[src/rtl/uart_tx_scheduler.sv]
// Round-robin scheduler sharing one uart_tx byte transmitter between N_REQ
// requesters. A granted message is latched whole, then fed to uart_tx one
// byte at a time (byte 0 first) over the valid_in/ready_out handshake.
module uart_tx_scheduler #(
    parameter int N_REQ     = 4,
    parameter int MSG_BYTES = 4,
    parameter int BITS_N    = 8,
    parameter int GAP_CLKS  = 0
) (
    input  logic                                clk,
    input  logic                                rst,
    input  logic [N_REQ-1:0]                    req_valid,
    input  logic [N_REQ*MSG_BYTES*BITS_N-1:0]   req_data,
    output logic [N_REQ-1:0]                    req_ready,
    output logic [BITS_N-1:0]                   tx_data,
    output logic                                tx_valid,
    input  logic                                tx_ready,
    output logic                                busy,
    output logic [$clog2(N_REQ)-1:0]            grant_id,
    output logic                                msg_done
);

    localparam int GID_W = $clog2(N_REQ);
    localparam int IDX_W = (MSG_BYTES > 1) ? $clog2(MSG_BYTES) : 1;
    localparam int MSG_W = MSG_BYTES * BITS_N;
    localparam int GAP_W = (GAP_CLKS > 0) ? $clog2(GAP_CLKS + 1) : 1;

    localparam logic [2:0] ST_IDLE      = 3'd0;
    localparam logic [2:0] ST_SEND      = 3'd1;
    localparam logic [2:0] ST_WAIT_ACK  = 3'd2;
    localparam logic [2:0] ST_WAIT_DONE = 3'd3;
    localparam logic [2:0] ST_GAP       = 3'd4;

    localparam logic [IDX_W-1:0] LAST_IDX  = IDX_W'(MSG_BYTES - 1);
    localparam logic [GAP_W-1:0] GAP_END   = GAP_W'(GAP_CLKS);
    localparam logic [GID_W-1:0] LAST_REQ  = GID_W'(N_REQ - 1);
    localparam logic [GID_W:0]   N_REQ_EXT = (GID_W + 1)'(N_REQ);

    logic [2:0]       state_q,      state_d;
    logic [MSG_W-1:0] buf_q,        buf_d;
    logic [IDX_W-1:0] idx_q,        idx_d;
    logic [GID_W-1:0] grant_q,      grant_d;
    logic [GID_W-1:0] last_grant_q, last_grant_d;
    logic [GAP_W-1:0] gap_q,        gap_d;
    logic             busy_q,       busy_d;
    logic             tx_valid_q,   tx_valid_d;
    logic [BITS_N-1:0] tx_data_q,   tx_data_d;
    logic             msg_done_q,   msg_done_d;

    logic             pick_found_s;
    logic [GID_W-1:0] pick_id_s;
    logic [GID_W:0]   cand_sum_s;
    logic [GID_W-1:0] cand_id_s;
    logic [N_REQ-1:0] req_ready_s;
    logic [IDX_W-1:0] nxt_idx_s;

    // Round-robin pick: first set req_valid bit searching upward from last_grant+1 with wrap.
    always_comb begin
        pick_found_s = 1'b0;
        pick_id_s    = '0;
        cand_sum_s   = '0;
        cand_id_s    = '0;
        for (int k = 1; k <= N_REQ; k++) begin
            cand_sum_s = {1'b0, last_grant_q} + (GID_W + 1)'(k);
            if (cand_sum_s >= N_REQ_EXT) begin
                cand_sum_s = cand_sum_s - N_REQ_EXT;
            end else begin
                cand_sum_s = cand_sum_s;
            end
            cand_id_s = cand_sum_s[GID_W-1:0];
            if (!pick_found_s && req_valid[cand_id_s]) begin
                pick_found_s = 1'b1;
                pick_id_s    = cand_id_s;
            end else begin
                pick_found_s = pick_found_s;
            end
        end
    end

    // Accept pulse goes straight to the picked requester while IDLE.
    always_comb begin
        req_ready_s = '0;
        if ((state_q == ST_IDLE) && pick_found_s) begin
            req_ready_s[pick_id_s] = 1'b1;
        end else begin
            req_ready_s = '0;
        end
    end

    // Next-state and datapath updates for the message sequencer.
    always_comb begin
        state_d      = state_q;
        buf_d        = buf_q;
        idx_d        = idx_q;
        grant_d      = grant_q;
        last_grant_d = last_grant_q;
        gap_d        = gap_q;
        busy_d       = busy_q;
        tx_valid_d   = tx_valid_q;
        tx_data_d    = tx_data_q;
        msg_done_d   = 1'b0;
        nxt_idx_s    = idx_q + IDX_W'(1);
        case (state_q)
            ST_IDLE: begin
                if (pick_found_s) begin
                    buf_d      = req_data[pick_id_s*MSG_W +: MSG_W];
                    tx_data_d  = req_data[pick_id_s*MSG_W +: BITS_N];
                    tx_valid_d = 1'b1;
                    grant_d    = pick_id_s;
                    idx_d      = '0;
                    busy_d     = 1'b1;
                    state_d    = ST_SEND;
                end else begin
                    state_d = ST_IDLE;
                end
            end
            ST_SEND: begin
                if (tx_valid_q && tx_ready) begin
                    tx_valid_d = 1'b0;
                    state_d    = ST_WAIT_ACK;
                end else begin
                    state_d = ST_SEND;
                end
            end
            ST_WAIT_ACK: begin
                // uart_tx drops ready once it has left its idle state
                if (!tx_ready) begin
                    state_d = ST_WAIT_DONE;
                end else begin
                    state_d = ST_WAIT_ACK;
                end
            end
            ST_WAIT_DONE: begin
                if (tx_ready) begin
                    if (idx_q != LAST_IDX) begin
                        idx_d      = nxt_idx_s;
                        tx_data_d  = buf_q[nxt_idx_s*BITS_N +: BITS_N];
                        tx_valid_d = 1'b1;
                        state_d    = ST_SEND;
                    end else begin
                        msg_done_d   = 1'b1;
                        last_grant_d = grant_q;
                        gap_d        = '0;
                        state_d      = ST_GAP;
                    end
                end else begin
                    state_d = ST_WAIT_DONE;
                end
            end
            ST_GAP: begin
                if (gap_q == GAP_END) begin
                    busy_d  = 1'b0;
                    state_d = ST_IDLE;
                end else begin
                    gap_d = gap_q + GAP_W'(1);
                end
            end
            default: begin
                state_d    = ST_IDLE;
                busy_d     = 1'b0;
                tx_valid_d = 1'b0;
            end
        endcase
    end

    // State registers with synchronous reset; requester 0 has top priority after reset.
    always_ff @(posedge clk) begin
        if (rst) begin
            state_q      <= ST_IDLE;
            buf_q        <= '0;
            idx_q        <= '0;
            grant_q      <= '0;
            last_grant_q <= LAST_REQ;
            gap_q        <= '0;
            busy_q       <= 1'b0;
            tx_valid_q   <= 1'b0;
            tx_data_q    <= '0;
            msg_done_q   <= 1'b0;
        end else begin
            state_q      <= state_d;
            buf_q        <= buf_d;
            idx_q        <= idx_d;
            grant_q      <= grant_d;
            last_grant_q <= last_grant_d;
            gap_q        <= gap_d;
            busy_q       <= busy_d;
            tx_valid_q   <= tx_valid_d;
            tx_data_q    <= tx_data_d;
            msg_done_q   <= msg_done_d;
        end
    end

    assign req_ready = req_ready_s;
    assign tx_data   = tx_data_q;
    assign tx_valid  = tx_valid_q;
    assign busy      = busy_q;
    assign grant_id  = grant_q;
    assign msg_done  = msg_done_q;

endmodule

[config.mk]
export PLATFORM = sky130hd
export DESIGN_NAME = uart_tx_scheduler
export DESIGN_NICKNAME = d
export VERILOG_FILES = /design/src/rtl/uart_tx_scheduler.sv
export SDC_FILE = /design/constraint.sdc
export NUM_CORES = 1
export LEC_CHECK = 0
export ABC_AREA = 1
export BUFFER_PORTS_ARGS = -buffer_cell sky130_fd_sc_hd__clkbuf_2
export CORE_MARGIN = 2
export CORE_UTILIZATION = 25
export CTS_BUF_LIST = sky130_fd_sc_hd__clkbuf_4 sky130_fd_sc_hd__clkbuf_8
export CTS_CLUSTER_DIAMETER = 40
export DETAILED_ROUTE_END_ITERATION = 10
export SKIP_LAST_GASP = 1
export SLEW_MARGIN = 20
export SYNTH_ARGS = -nofsm -noshare
export SYNTH_HDL_FRONTEND = slang
export SYNTH_SLANG_ARGS = --single-unit
export TNS_END_PERCENT = 20
[constraint.sdc]
create_clock -name clk -period 5.8 [get_ports clk]
set_clock_uncertainty 0.05 [all_clocks]
set_input_delay 0.58 -clock clk [delete_from_list [all_inputs] [get_ports clk]]
set_output_delay 0.58 -clock clk [all_outputs]
set_load 0.02 [all_outputs]
======== Yosys cells after proc, flatten, opt, wreduce, memory -nomap -nowiden ========
Cells that the tools add are included.
storage, ports and cells
  flip-flop bits (word level) ............. 53
  bits of input ports ..................... 135
  output and inout port bits .............. 17
  word-level logic and storage cells ...... 120
cells by class
  $add $sub $neg .......................... 10
  order comparisons ....................... 10
  equality and inequality tests ........... 11
  shifts and indexed selects .............. 3
  mux-type cells .......................... 50
  bitwise gates (word level) .............. 5
  reduce and logical (&&, ||, !) cells .... 21
operators by type and width
  kind                 count
  $shiftx 128x8->32    1
  $shiftx 128x8->8     1
  $shiftx 32x6->8      1
  $mux 2               12
  $mux 8               3
  $mux 1               20
  $pmux 8 s2           1
  $lt 2x3->1 const B   5
  $pmux 3 s5           1
  $ne 2x2->1 const B   7
  $ge 3x3->1 const B   4
  $mux 3               3
  $reduce_and 3->1     3
  $bmux 1 s2           4
  $sub 2x1->2 const B  4
  $add 2x2->3 const B  2
  $eq 3x2->1 const B   2
  $logic_and 1x1->1    6
  $reduce_or 3->1      2
  $not 1->1            5
  $reduce_and 5->1     1
  $mux 4               1
  $pmux 1 s4           1
  $pmux 2 s2           1
  16 further kinds     19

======== Longest topological paths before layout ========
Gate-level depths: netlist (run 1).
  depth after elaboration ................. 20
  gate-level depth with buffers ........... 19
  mapped depth without buffers ............ 17

======== Worst setup path after synthesis (run 1) ========
Ideal clock, no wire load.
  path kind ............................... input port to output port
  from .................................... in req_valid[3]
  to ...................................... out req_ready[2]
  arrival time ............................ 1.916 ns
  required time ........................... 5.170 ns
  slack ................................... 3.254 ns
  stages on the path ...................... 12
  buffers on the path ..................... 1
  cells stage by stage .................... nand2_1 nand2_1 nand2_1 nand2_1 nor2_4 nand2_1 nor2_4 a21oi_4 nor2_4 buf_4 inv_1 nor2_1
on the way
  cells in the longest elaborated chain, start to end .. 17
  elaborated cells between the ends (all ways) .. 29
  those cells by class .................... order compare (2); mux (19); reduce/logical (8)
RTL lines
  what                                                            line  RTL
  from (decl)                                                     12    input logic [N_REQ-1:0] req_valid,
  $bmux 1 s2                                                      71    if (!pick_found_s && req_valid[cand_id_s]) begin
  $mux 1 (not written as such)                                    71
  $mux 1                                                          71
  $logic_not 1->1                                                 71
  $logic_and 1x1->1                                               71
  $mux 1                                                          71
  $logic_not 1->1                                                 71
  $logic_and 1x1->1                                               71
  $mux 1                                                          71
  $logic_not 1->1                                                 71
  $logic_and 1x1->1                                               71
  $mux 2                                                          71
  $lt 2x3->1 (not written as such) or $ge 2x1->1 (tied branches)  84    req_ready_s[pick_id_s] = 1'b1;
  $logic_and 1x1->1 (not written as such)                         84
  $mux 1 (not written as such)                                    84
  $demux 1 s2                                                     84
  $mux 4 *                                                        83    if ((state_q == ST_IDLE) && pick_found_s) begin
  to (decl)                                                       14    output logic [N_REQ-1:0] req_ready,
Every way passes the cells marked *; elsewhere a longest branch is shown, timed or not. The select of a mux whose other input is x is not followed.

======== Final worst setup path (run 1) ========
  from .................................... reg last_grant_q[0]
  to ...................................... out req_ready[1]
on the way
  cells in the longest elaborated chain, start to end .. 20
  elaborated cells between the ends (all ways) .. 45
  those cells by class .................... add/sub (8); order compare (6); mux (23); reduce/logical (8)
RTL lines
  what                                                            line    RTL
  from (decl)                                                     43      logic [GID_W-1:0] last_grant_q, last_grant_d;
  from (signal assigned)                                          184     last_grant_q <= last_grant_d;
  $add 2x1->3                                                     64      cand_sum_s = {1'b0, last_grant_q} + (GID_W + 1)'(k);
  $ge 3x3->1 or $sub 2x1->2 (tied branches)                       65, 66
  $mux 2                                                          65      if (cand_sum_s >= N_REQ_EXT) begin
  $bmux 1 s2                                                      71
  $mux 1 (not written as such)                                    71
  $mux 1                                                          71
  $logic_not 1->1                                                 71
  $logic_and 1x1->1                                               71
  [... 4 more ...]                                                --
  $logic_not 1->1                                                 71
  $logic_and 1x1->1                                               71
  $mux 2                                                          71
  $lt 2x3->1 (not written as such) or $ge 2x1->1 (tied branches)  84
  $logic_and 1x1->1 (not written as such)                         84
  $mux 1 (not written as such)                                    84
  $demux 1 s2                                                     84
  $mux 4 *                                                        83
Marks and branches as above.

==> results of run 1 <==
## sequential cells by signal (all words and copies together), names as in the netlist
signal	count
idx_q	2
buf_q	32
grant_id	2
state_q	3
msg_done	1
tx_data	8
tx_valid	1
last_grant_q	2
busy	1
## per-layer routing
layer,GRT usage,wire (um),vias to the layer above
met5,0,0,-
met4,0.03069,132,0
met3,0.02766,893,9
met2,0.2498,5525,168
met1,0.2143,6102,1763
li1,-,-,2320
## synthesized netlist by cell type (all sizes together)
| library cell | instances | area [um^2] |
|---|---|---|
| nor2 | 23 | 111.4 |
| nand2 | 213 | 834.6 |
| clkbuf | 8 | 30.03 |
| nor3 | 6 | 40.04 |
| o22ai | 1 | 6.260 |
| o21ai | 37 | 188.9 |
| nand4 | 1 | 21.27 |
| o211ai | 37 | 282.8 |
| a41oi | 1 | 8.760 |
| inv | 112 | 422.9 |
| clkinv | 2 | 7.510 |
| dfxtp | 52 | 1041 |
| or2 | 9 | 56.30 |
| buf | 29 | 197.7 |
| o21bai | 6 | 45.04 |
| ha | 1 | 12.51 |
| a21oi | 43 | 226.5 |
| nand3 | 70 | 375.4 |
| a31oi | 1 | 6.260 |
## worst paths after layout
path / slack [ns] / startpoint / cells after the start / to
worst max register to register: 2.49 / last_grant_q[0] / 12 / buf_q[15]
worst max-delay path: 2.19 / last_grant_q[0] / 11 / req_ready[1]
worst min register to register: 0.44 / busy / 2 / busy
worst min-delay path: 0.44 / busy / 2 / busy
## worst max-delay path: stages (launching register included)
cell                       delay (ns)
sky130_fd_sc_hd__dfxtp_1         0.60
sky130_fd_sc_hd__inv_4           0.09
sky130_fd_sc_hd__nand2_1         0.09
sky130_fd_sc_hd__nand2_1         0.08
sky130_fd_sc_hd__o21ai_2         0.20
sky130_fd_sc_hd__inv_2           0.08
sky130_fd_sc_hd__nand3_1         0.13
sky130_fd_sc_hd__nand2_2         0.39
sky130_fd_sc_hd__nor2_2          0.59
sky130_fd_sc_hd__inv_1           0.11
sky130_fd_sc_hd__nor2_1          0.11
sky130_fd_sc_hd__clkbuf_2        0.18
## power by group
| group | internal [mW] | total [mW] | leakage, nW | switching [mW] |
|---|---|---|---|---|
| logic | 0.144 | 0.393 | 2.17 | 0.248 |
| clock network | 0.152 | 0.276 | 0.0645 | 0.123 |
| registers | 0.405 | 0.436 | 0.431 | 0.0311 |
## logic make-up after synthesis
family / Yosys count / share of synthesized area
AO/OA/AOI/OAI: 126 / 0.1953
adder cells (fa/ha/maj): 1 / 0.003195
AND/OR/NAND/NOR: 322 / 0.3675
flip-flops: 52 / 0.2659
buffers and inverters: 151 / 0.1681
## cell type report
type / instances / area, um^2 / area share
clock buffer: 7 / 96.34 / 0.01990
clock inverter: 1 / 30.03 / 0.006203
inverter: 114 / 430.4 / 0.08891
multi-input combinational: 449 / 2216 / 0.4577
sequential: 52 / 1041 / 0.2150
tap: 211 / 264.0 / 0.05454
timing repair buffer: 152 / 763.2 / 0.1577
## cells in the final DEF (no fill, tap or decap), types with 2 or more instances in the layout
cell,netlist,final
sky130_fd_sc_hd__nand2_1,205,205
sky130_fd_sc_hd__clkbuf_2,0,151
sky130_fd_sc_hd__inv_1,107,107
sky130_fd_sc_hd__nand3_1,65,65
sky130_fd_sc_hd__dfxtp_1,52,52
sky130_fd_sc_hd__a21oi_1,42,42
sky130_fd_sc_hd__o211ai_1,36,36
sky130_fd_sc_hd__o21ai_0,30,30
sky130_fd_sc_hd__nor2_1,19,19
sky130_fd_sc_hd__clkbuf_8,0,7
sky130_fd_sc_hd__o21ai_1,6,6
sky130_fd_sc_hd__o21bai_1,6,6
sky130_fd_sc_hd__nand2_2,5,5
sky130_fd_sc_hd__nand3_2,5,5
sky130_fd_sc_hd__or2_2,5,5
sky130_fd_sc_hd__inv_2,4,4
sky130_fd_sc_hd__nor3_1,4,4
sky130_fd_sc_hd__or2_1,4,4
sky130_fd_sc_hd__nand2_4,3,3
sky130_fd_sc_hd__nor2_4,3,3
sky130_fd_sc_hd__clkinv_1,2,2
sky130_fd_sc_hd__nor3_2,2,2
==> metrics.log, run 1 <==
INFO  metric outcome = finished, final reports clean
INFO  metric hold_fails_final_rpt = 0
INFO  metric antenna_found_initial = 0
INFO  metric maximum_number_of_pins_on_one_net_before_global_route_repair = between 60 and 70
INFO  metric peak_clock_frequency_supported_by_timing = around 280 MHz
INFO  metric dp_worst_setup_slack = roughly 2.5 ns
INFO  metric grt-ovfl-total = 0
INFO  metric tightest_slew = just under 0.9 ns
INFO  metric placement_rows = between 40 and 50
INFO  metric detail_route.vias_per_cell = 4.320
INFO  metric whs = 0.4378 ns
INFO  metric worstSetupPathType = register to output port
INFO  metric post-route-cell-area = between 4000 and 5000 um^2
INFO  metric post-route-worst-setup-slack = 2.190 ns
INFO  metric final_worst_path_cycle_share = 0.6224
INFO  metric layout_fillers = between 1500 and 2000
INFO  metric maxCapViolCount = 0
INFO  metric synth_sequential_area_ratio = 0.2659
INFO  metric post_cts.repair.setup_buffers = 0
INFO  metric clockRootBuffer = sky130_fd_sc_hd__clkbuf_8
INFO  metric average_footprint_of_a_synthesized_cell = 6.005 um^2
INFO  metric p_leak = roughly 2.7 nW
INFO  metric clock-sinks = 52
INFO  metric slew-limit-headroom = 0.4188
INFO  metric cts_tree = built
INFO  metric critPathRequiredTime = around 5.2 ns
INFO  metric number_of_cells_in_the_design_after_placement = a little under 1000
INFO  metric ant_nets = 0
INFO  metric hold_class = register to register
INFO  metric antennaDiodeCount = 0
INFO  metric dr_vias = roughly 4300
INFO  metric worst_skew_pair.late_latency = 0.31 ns
INFO  metric timing.final.max_slew_violations = 0
INFO  metric biggest_fanout_along_the_worst_timing_path = 32
INFO  metric yosysWarnings = 0
INFO  metric timing.setup.tns = 0 ns
INFO  metric cts.htree.levels = 2
INFO  metric clkTransAtPathRegs = roughly 0.09 ns
INFO  metric netlist_area = between 3000 and 4000 um^2
INFO  metric dp_hpwl = roughly 9.9 mm
INFO  metric timing.critical_path.to_type = output port
INFO  metric avgRoutedWirePerCell = roughly 13 um
INFO  metric drtPass1Iterations = 4
INFO  metric postSynthCellCount = about 650
INFO  metric numPortBuffers = between 150 and 200
INFO  metric synthDistinctLibCells = 35
INFO  metric die_width = ~130 um
INFO  metric fp.dieH = around 130 um
INFO  metric gp_routability_congestion = approximately 0.86
INFO  metric grt_pass1_wl = between 20 and 25 mm
INFO  metric cts_max_path_buffers = 2
INFO  metric design.portCount = roughly 150
INFO  metric synthToLayoutAreaGrowth = 23.65%
INFO  metric layout.core_utilization = 0.3173
INFO  metric drcViolationCount = 0
INFO  metric finalWorstPathRequiredPeriod = 3.610 ns
INFO  metric grt_setup_unrepaired = false
INFO  metric power-per-cell-area = approximately 230 nW/um^2
INFO  metric worstPathArrival = a little under 3 ns
INFO  metric number_of_synthesized_register_bits = between 50 and 60
INFO  metric ctsHoldBuffers = 0
INFO  metric fp.dieArea = 16680 um^2
INFO  metric vias_in_the_first_global_route = between 4000 and 5000
INFO  metric wirelength = between 10 and 15 mm
INFO  metric report.power.total = 1.105 mW
INFO  metric gr-usage-all-layers = 0.1538
INFO  metric worstSetupStartpointType = register
INFO  metric syn_nets = just under 800
INFO  metric setup_viol = 0
INFO  metric final_nets = 910
INFO  metric placed_cell_area = 4715 um^2
INFO  metric drive_gt1_frac = 0.2490
INFO  metric drt_first_iter_violations = about 260
INFO  metric initial_utilization = 0.2566
INFO  metric vdd.ir_drop.worst = roughly 0.15 mV
INFO  metric ctsResizeCount = 0
INFO  metric numCtsBuffers = 5
INFO  metric core_area = 15260 um^2
INFO  metric final-instance-count-excl-fill = just under 1000
Note: power is estimated with default switching activity, not from simulation.
==> inputs of run 2 (changes only) <==
==> constraint.sdc (replaced) <==
create_clock -name clk -period 3.15 [get_ports clk]
set_clock_uncertainty 0.05 [all_clocks]
set_input_delay 0.315 -clock clk [delete_from_list [all_inputs] [get_ports clk]]
set_output_delay 0.315 -clock clk [all_outputs]
set_load 0.02 [all_outputs]
==> run 2 against run 1 <==
Non-clock buffer count is 9 higher. Largest cell class unchanged. Count of clock-buffer cells in the layout is 1 lower. Critical endpoint is now req_ready[0]. Clock power is 79% higher. Final cell count is 0.91% higher. Sequential power is 81% higher. Final area is 1.6% higher. Via count is 3.5% higher.
==> metrics.log, run 2 (synthesized netlist as in run 1, its figures left out) <==
INFO  metric int_power = between 1 and 1.5 mW
INFO  metric timing.critical_path.to_type = output port
INFO  metric hold_fails_final_rpt = 0
INFO  metric post-route-cell-area = 4918 um^2
INFO  metric gp_routability_congestion = about 0.85
INFO  metric drtPass1Iterations = 5
INFO  metric timing.setup.tns = 0 ns
INFO  metric grt_setup_unrepaired = false
INFO  metric dp_hpwl = approximately 10 mm
INFO  metric cts_max_path_buffers = 2
INFO  metric worstSetupPathType = register to output port
INFO  metric registers.top_by_ff_count = buf_q
INFO  metric clock-sinks = 52
INFO  metric switching_share = 0.3691
INFO  metric detail_route.vias_per_cell = about 4.4
INFO  metric placement_rows = 45
INFO  metric power.share.sequential = 0.386
INFO  metric grt-ovfl-total = 0
INFO  metric hold_class = primary input to register
INFO  metric antenna_found_initial = 0
INFO  metric antennaDiodeCount = 0
INFO  metric critPathRequiredTime = around 2.8 ns
INFO  metric tightest_slew = ~0.84 ns
INFO  metric fp.dieArea = 16680 um^2
INFO  metric grt_pass1_wl = around 21 mm
INFO  metric initial_utilization = 0.2566
INFO  metric die_width = approximately 130 um
INFO  metric synthToLayoutAreaGrowth = 25.63%
INFO  metric worstPathCellList = inv_4 -> nand2_1 -> nand2_1 -> nand2_2 -> nand2_4 -> nor2_4 -> nand4_4 -> nand2_4 -> buf_12 -> nor2_1 -> clkbuf_2
INFO  metric layout_fillers = about 1800
INFO  metric design.portCount = ~150
INFO  metric post_cts.repair.setup_buffers = 0
INFO  metric peak_clock_frequency_supported_by_timing = 352.2 MHz
INFO  metric final_cell_mix = sky130_fd_sc_hd__nand2_1, sky130_fd_sc_hd__clkbuf_2, sky130_fd_sc_hd__inv_1
INFO  metric worstPathArrival = roughly 2.5 ns
INFO  metric drt_first_iter_violations = 267
INFO  metric avgRoutedWirePerCell = approximately 13 um
INFO  metric finalWorstPathRequiredPeriod = 2.839 ns
INFO  metric worstSetupStartpointType = register
INFO  metric switching_power = 755.1 uW
INFO  metric clkTransAtPathRegs = about 0.10 ns
INFO  metric fp.dieH = between 100 and 150 um
INFO  metric clockRootBuffer = sky130_fd_sc_hd__clkbuf_8
INFO  metric vdd.ir_drop.worst = between 0.15 and 0.2 mV
INFO  metric dr_vias = 4410
INFO  metric outcome = finished, final reports clean
INFO  metric cpPeakStageDelay = about 0.48 ns
INFO  metric maximum_number_of_pins_on_one_net_before_global_route_repair = 81
INFO  metric slew-limit-headroom = 0.4403
INFO  metric p_leak = 2.705 nW
INFO  metric maxCapViolCount = 0
INFO  metric register_area = 1044 um^2
INFO  metric area_occupied_by_multi_input_gates = 2216 um^2
INFO  metric wirelength = about 13 mm
INFO  metric cts.htree.levels = 2
INFO  metric power-per-cell-area = 415.9 nW/um^2
INFO  metric timing.final.max_slew_violations = 0
INFO  metric layout.cells.most_common = sky130_fd_sc_hd__nand2_1
INFO  metric biggest_fanout_along_the_worst_timing_path = 80
INFO  metric critical_path_s_slowest_cell = sky130_fd_sc_hd__dfxtp_2
INFO  metric numPortBuffers = about 150
INFO  metric final_nets = 919
INFO  metric numCtsBuffers = 5
INFO  metric clockPowerShare = 0.242
INFO  metric setup_viol = 0
INFO  metric cts_tree = built
INFO  metric worst_skew_pair.late_latency = between 0.3 and 0.4 ns
INFO  metric core_area = between 15000 and 20000 um^2
INFO  metric max_ffs_per_register = 32
INFO  metric gr-usage-all-layers = 0.1550
INFO  metric placed_cell_area = ~4800 um^2
INFO  metric vias_in_the_first_global_route = about 4100
INFO  metric drcViolationCount = 0
INFO  metric ant_nets = 0
INFO  metric comb_power_share = 0.372
INFO  metric final_worst_path_cycle_share = 0.9013
INFO  metric drive_gt1_frac = 0.2602
[run 2: cell types whose count changed in the layout (fill, tap and decap cells not counted), sizes merged]
cell / before / now
buf: 1 / 10
clkinv: 2 / 3
clkbuf: 158 / 157
[run 2: cell type report]
type,count,share of cell area
well taps,211,0.05368
repair buffers,161,0.1715
inverters,114,0.08751
multi-input cells,449,0.4505
flip-flops and latches,52,0.2122
clock buffers,6,0.01679
clock inverters,2,0.007886
[run 2: power groups by stage]
stage	Sequential [mW]	Combinational, mW	Clock [mW]
floorplan	0.824	0.490	0
global placement	0.805	0.764	0
detailed placement	0.807	0.763	0
CTS	0.791	0.767	0.511
global route	0.803	0.871	0.538
finish	0.790	0.761	0.495
[run 2: per-stage QoR]
step                      power (mW)  std cells  worst slack [ns]    util  hold slack [ns]
after global placement         1.569        987            0.4990  0.3142           0.4347
after CTS                      2.069        995            0.1334  0.3222           0.2186
after detailed placement       1.570        987            0.4836  0.3142           0.4230
after floorplan                1.315        652            0.9718       -           0.4261
after global routing           2.212        995           0.05587  0.3223           0.2192
final                          2.046        995            0.3109  0.3223           0.2228
[run 2: worst paths after layout]
check,startpoint,endpoint,slack [ns],cells past startpoint
max,last_grant_q[0],req_ready[0],0.31,11
min,req_data[45],buf_q[13],0.22,3
max reg2reg,last_grant_q[0],buf_q[14],0.64,14
min reg2reg,busy,busy,0.44,2
[run 2: per-layer routing]
metal	global-route usage	vias up	wire (um)
li1	-	2334	-
met1	0.2115	1870	5967
met2	0.2591	189	5669
met3	0.02890	17	1062
met4	0.02558	0	107
met5	0	-	0
[run 2: repair_timing]
action	CTS	global route
endpoints found under the setup margin	0	4
gates resized for setup	0	2
hold buffers	0	0
[run 2: worst max-delay path, delay by kind of cell (launching register included)]
kind | cells | cell delay [ns]
buffers and inverters | 3 | 0.54
DFF | 1 | 0.48
and+or+nand+nor | 8 | 1.11
==> inputs of run 3 (changes only) <==
--- a/config.mk
+++ b/config.mk
@@ -12,6 +12,8 @@
 export CTS_BUF_LIST = sky130_fd_sc_hd__clkbuf_4 sky130_fd_sc_hd__clkbuf_8
 export CTS_CLUSTER_DIAMETER = 40
 export DETAILED_ROUTE_END_ITERATION = 10
+export MAX_ROUTING_LAYER = met4
+export SKIP_CTS_REPAIR_TIMING = 1
 export SKIP_LAST_GASP = 1
 export SLEW_MARGIN = 20
 export SYNTH_ARGS = -nofsm -noshare
==> constraint.sdc (replaced) <==
create_clock -name clk -period 3.15 [get_ports clk]
set_clock_uncertainty 0.05 [all_clocks]
set_input_delay 0.7875 -clock clk [delete_from_list [all_inputs] [get_ports clk]]
set_output_delay 0.7875 -clock clk [all_outputs]
set_load 0.02 [all_outputs]
==> run 3 against run 2 <==
Setup slack got worse by 0.14 ns. First-iteration DRC count decreased by 37%. Via count is 0.84% lower. Sequential power hardly changed. Sequential cell count unchanged. Sequential share of layout area fell by 0.21 points. Routed wire length shrank 0.69%. Largest cell class unchanged. Largest power group unchanged. Highest routed layer unchanged.
==> metrics.log, run 3 (synthesized netlist as in run 1, its figures left out) <==
INFO  metric outcome = finished, final reports clean
INFO  metric drive_gt1_frac = 0.2686
INFO  metric whs = 0.4310 ns
INFO  metric timing.final.max_slew_violations = 0
INFO  metric cts_max_path_buffers = 2
INFO  metric fp.dieH = around 130 um
INFO  metric grt_setup_unrepaired = false
INFO  metric drt_first_iter_violations = roughly 170
INFO  metric p_leak = 2.740 nW
INFO  metric synthToLayoutAreaGrowth = 27.17%
INFO  metric hold_class = register to register
INFO  metric cts.htree.levels = 2
INFO  metric layout.cells.most_common = sky130_fd_sc_hd__nand2_1
INFO  metric hold_depth = 2
INFO  metric fp.dieArea = around 17000 um^2
INFO  metric peak_clock_frequency_supported_by_timing = about 340 MHz
INFO  metric power-per-cell-area = 408.8 nW/um^2
INFO  metric finalWorstPathRequiredPeriod = between 2 and 3 ns
INFO  metric worst_skew_pair.late_latency = 0.31 ns
INFO  metric die_width = about 130 um
INFO  metric grt-ovfl-total = 0
INFO  metric slew-limit-headroom = 0.7012
INFO  metric cts_tree = built
INFO  metric placement_rows = 45
INFO  metric numPortBuffers = 151
INFO  metric report.power.total = between 2 and 2.5 mW
INFO  metric ff2ff_setup_slack = ~0.65 ns
INFO  metric biggest_fanout_along_the_worst_timing_path = 7
INFO  metric setup_viol = 0
INFO  metric core_area = between 15000 and 20000 um^2
INFO  metric gp_routability_congestion = around 0.87
INFO  metric dr_vias = ~4400
INFO  metric max_ffs_per_register = 32
INFO  metric post-route-cell-area = approximately 5000 um^2
INFO  metric initial_utilization = 0.2566
INFO  metric final_cell_mix = sky130_fd_sc_hd__nand2_1, sky130_fd_sc_hd__clkbuf_2, sky130_fd_sc_hd__inv_1
INFO  metric antenna_found_initial = 0
INFO  metric critPathRequiredTime = between 2 and 2.5 ns
INFO  metric antennaDiodeCount = 0
INFO  metric detail_route.vias_per_cell = between 4 and 5
INFO  metric tightest_slew = about 0.45 ns
INFO  metric hold_fails_final_rpt = 0
INFO  metric r2r_cells = 14
INFO  metric drcViolationCount = 0
INFO  metric dp_hpwl = roughly 10 mm
INFO  metric placed_cell_area = between 4000 and 5000 um^2
INFO  metric clockRootBuffer = sky130_fd_sc_hd__clkbuf_8
INFO  metric timing.critical_path.to_type = output port
INFO  metric clkTransAtPathRegs = approximately 0.10 ns
INFO  metric timing.setup.tns = 0 ns
INFO  metric maximum_number_of_pins_on_one_net_before_global_route_repair = 90
INFO  metric final_worst_path_cycle_share = 0.9457
INFO  metric final_nets = approximately 930
INFO  metric worstSetupPathType = primary input to output port
INFO  metric ant_nets = 0
INFO  metric maxCapViolCount = 0
INFO  metric grt_pass1_wl = around 20 mm
INFO  metric wirelength = 12.72 mm
INFO  metric vdd.ir_drop.worst = ~0.21 mV
INFO  metric vias_in_the_first_global_route = just under 4000
INFO  metric registers.top_by_ff_count = buf_q
INFO  metric worstPathArrival = roughly 2.1 ns
INFO  metric drtPass1Iterations = 4
INFO  metric layout.core_utilization = 0.3263
INFO  metric avgRoutedWirePerCell = between 10 and 15 um
INFO  metric clock-sinks = 52
INFO  metric numCtsBuffers = 5
INFO  metric gr-usage-all-layers = 0.1574
INFO  metric design.portCount = roughly 150
INFO  metric worstSetupStartpointType = primary input
-- run 3: changes by cell type in the layout (fill, tap and decap cells not counted), sizes merged --
cell and change:
clkbuf -2, clkinvlp +1, buf +10
-- run 3: where the power goes --
part | internal [mW] | switching, mW
clock network | 0.236 | 0.235
registers | 0.745 | 0.0443
logic | 0.295 | 0.480
-- run 3: final cells by class --
class | instances | area (um^2)
Fill cell | 1746 | 10280
Sequential cell | 52 | 1046
Clock buffer | 5 | 68.82
Clock inverter | 3 | 42.54
Tap cell | 211 | 264.0
Multi-Input combinational cell | 449 | 2216
Inverter | 114 | 430.4
Timing Repair Buffer | 170 | 910.9
-- run 3: metal layers --
layer	global-route usage	vias up	routed length, um
met1	0.2217	1867	6485
met2	0.2433	150	5441
li1	-	2348	-
met5	-	-	0
met3	0.02271	8	727
met4	0.02494	0	63
-- run 3: worst max-delay path, stage by stage --
cell                       delay (ns)
sky130_fd_sc_hd__clkbuf_2        0.09
sky130_fd_sc_hd__inv_1           0.03
sky130_fd_sc_hd__nand2_1         0.07
sky130_fd_sc_hd__nand2_1         0.09
sky130_fd_sc_hd__o21ai_2         0.21
sky130_fd_sc_hd__inv_2           0.08
sky130_fd_sc_hd__nand3_1         0.12
sky130_fd_sc_hd__nand2_2         0.13
sky130_fd_sc_hd__nor2_2          0.18
sky130_fd_sc_hd__inv_1           0.08
sky130_fd_sc_hd__nor2_1          0.09
sky130_fd_sc_hd__clkbuf_2        0.17
-- run 3: final timing paths --
kind	startpoint	endpoint
worst max-delay path	req_valid[0]	req_ready[1]
worst max register to register	last_grant_q[0]	buf_q[12]
worst min register to register	busy	busy
worst min-delay path	busy	busy
-- run 3: metrics by stage --
step / instances / setup WS, ns
after floorplan: 652 / 0.1892
after global placement: 996 / 0.1623
after detailed placement: 996 / 0.1441
after CTS: 1004 / -0.005835
after global routing: 1004 / 0.006821
final: 1004 / 0.1711
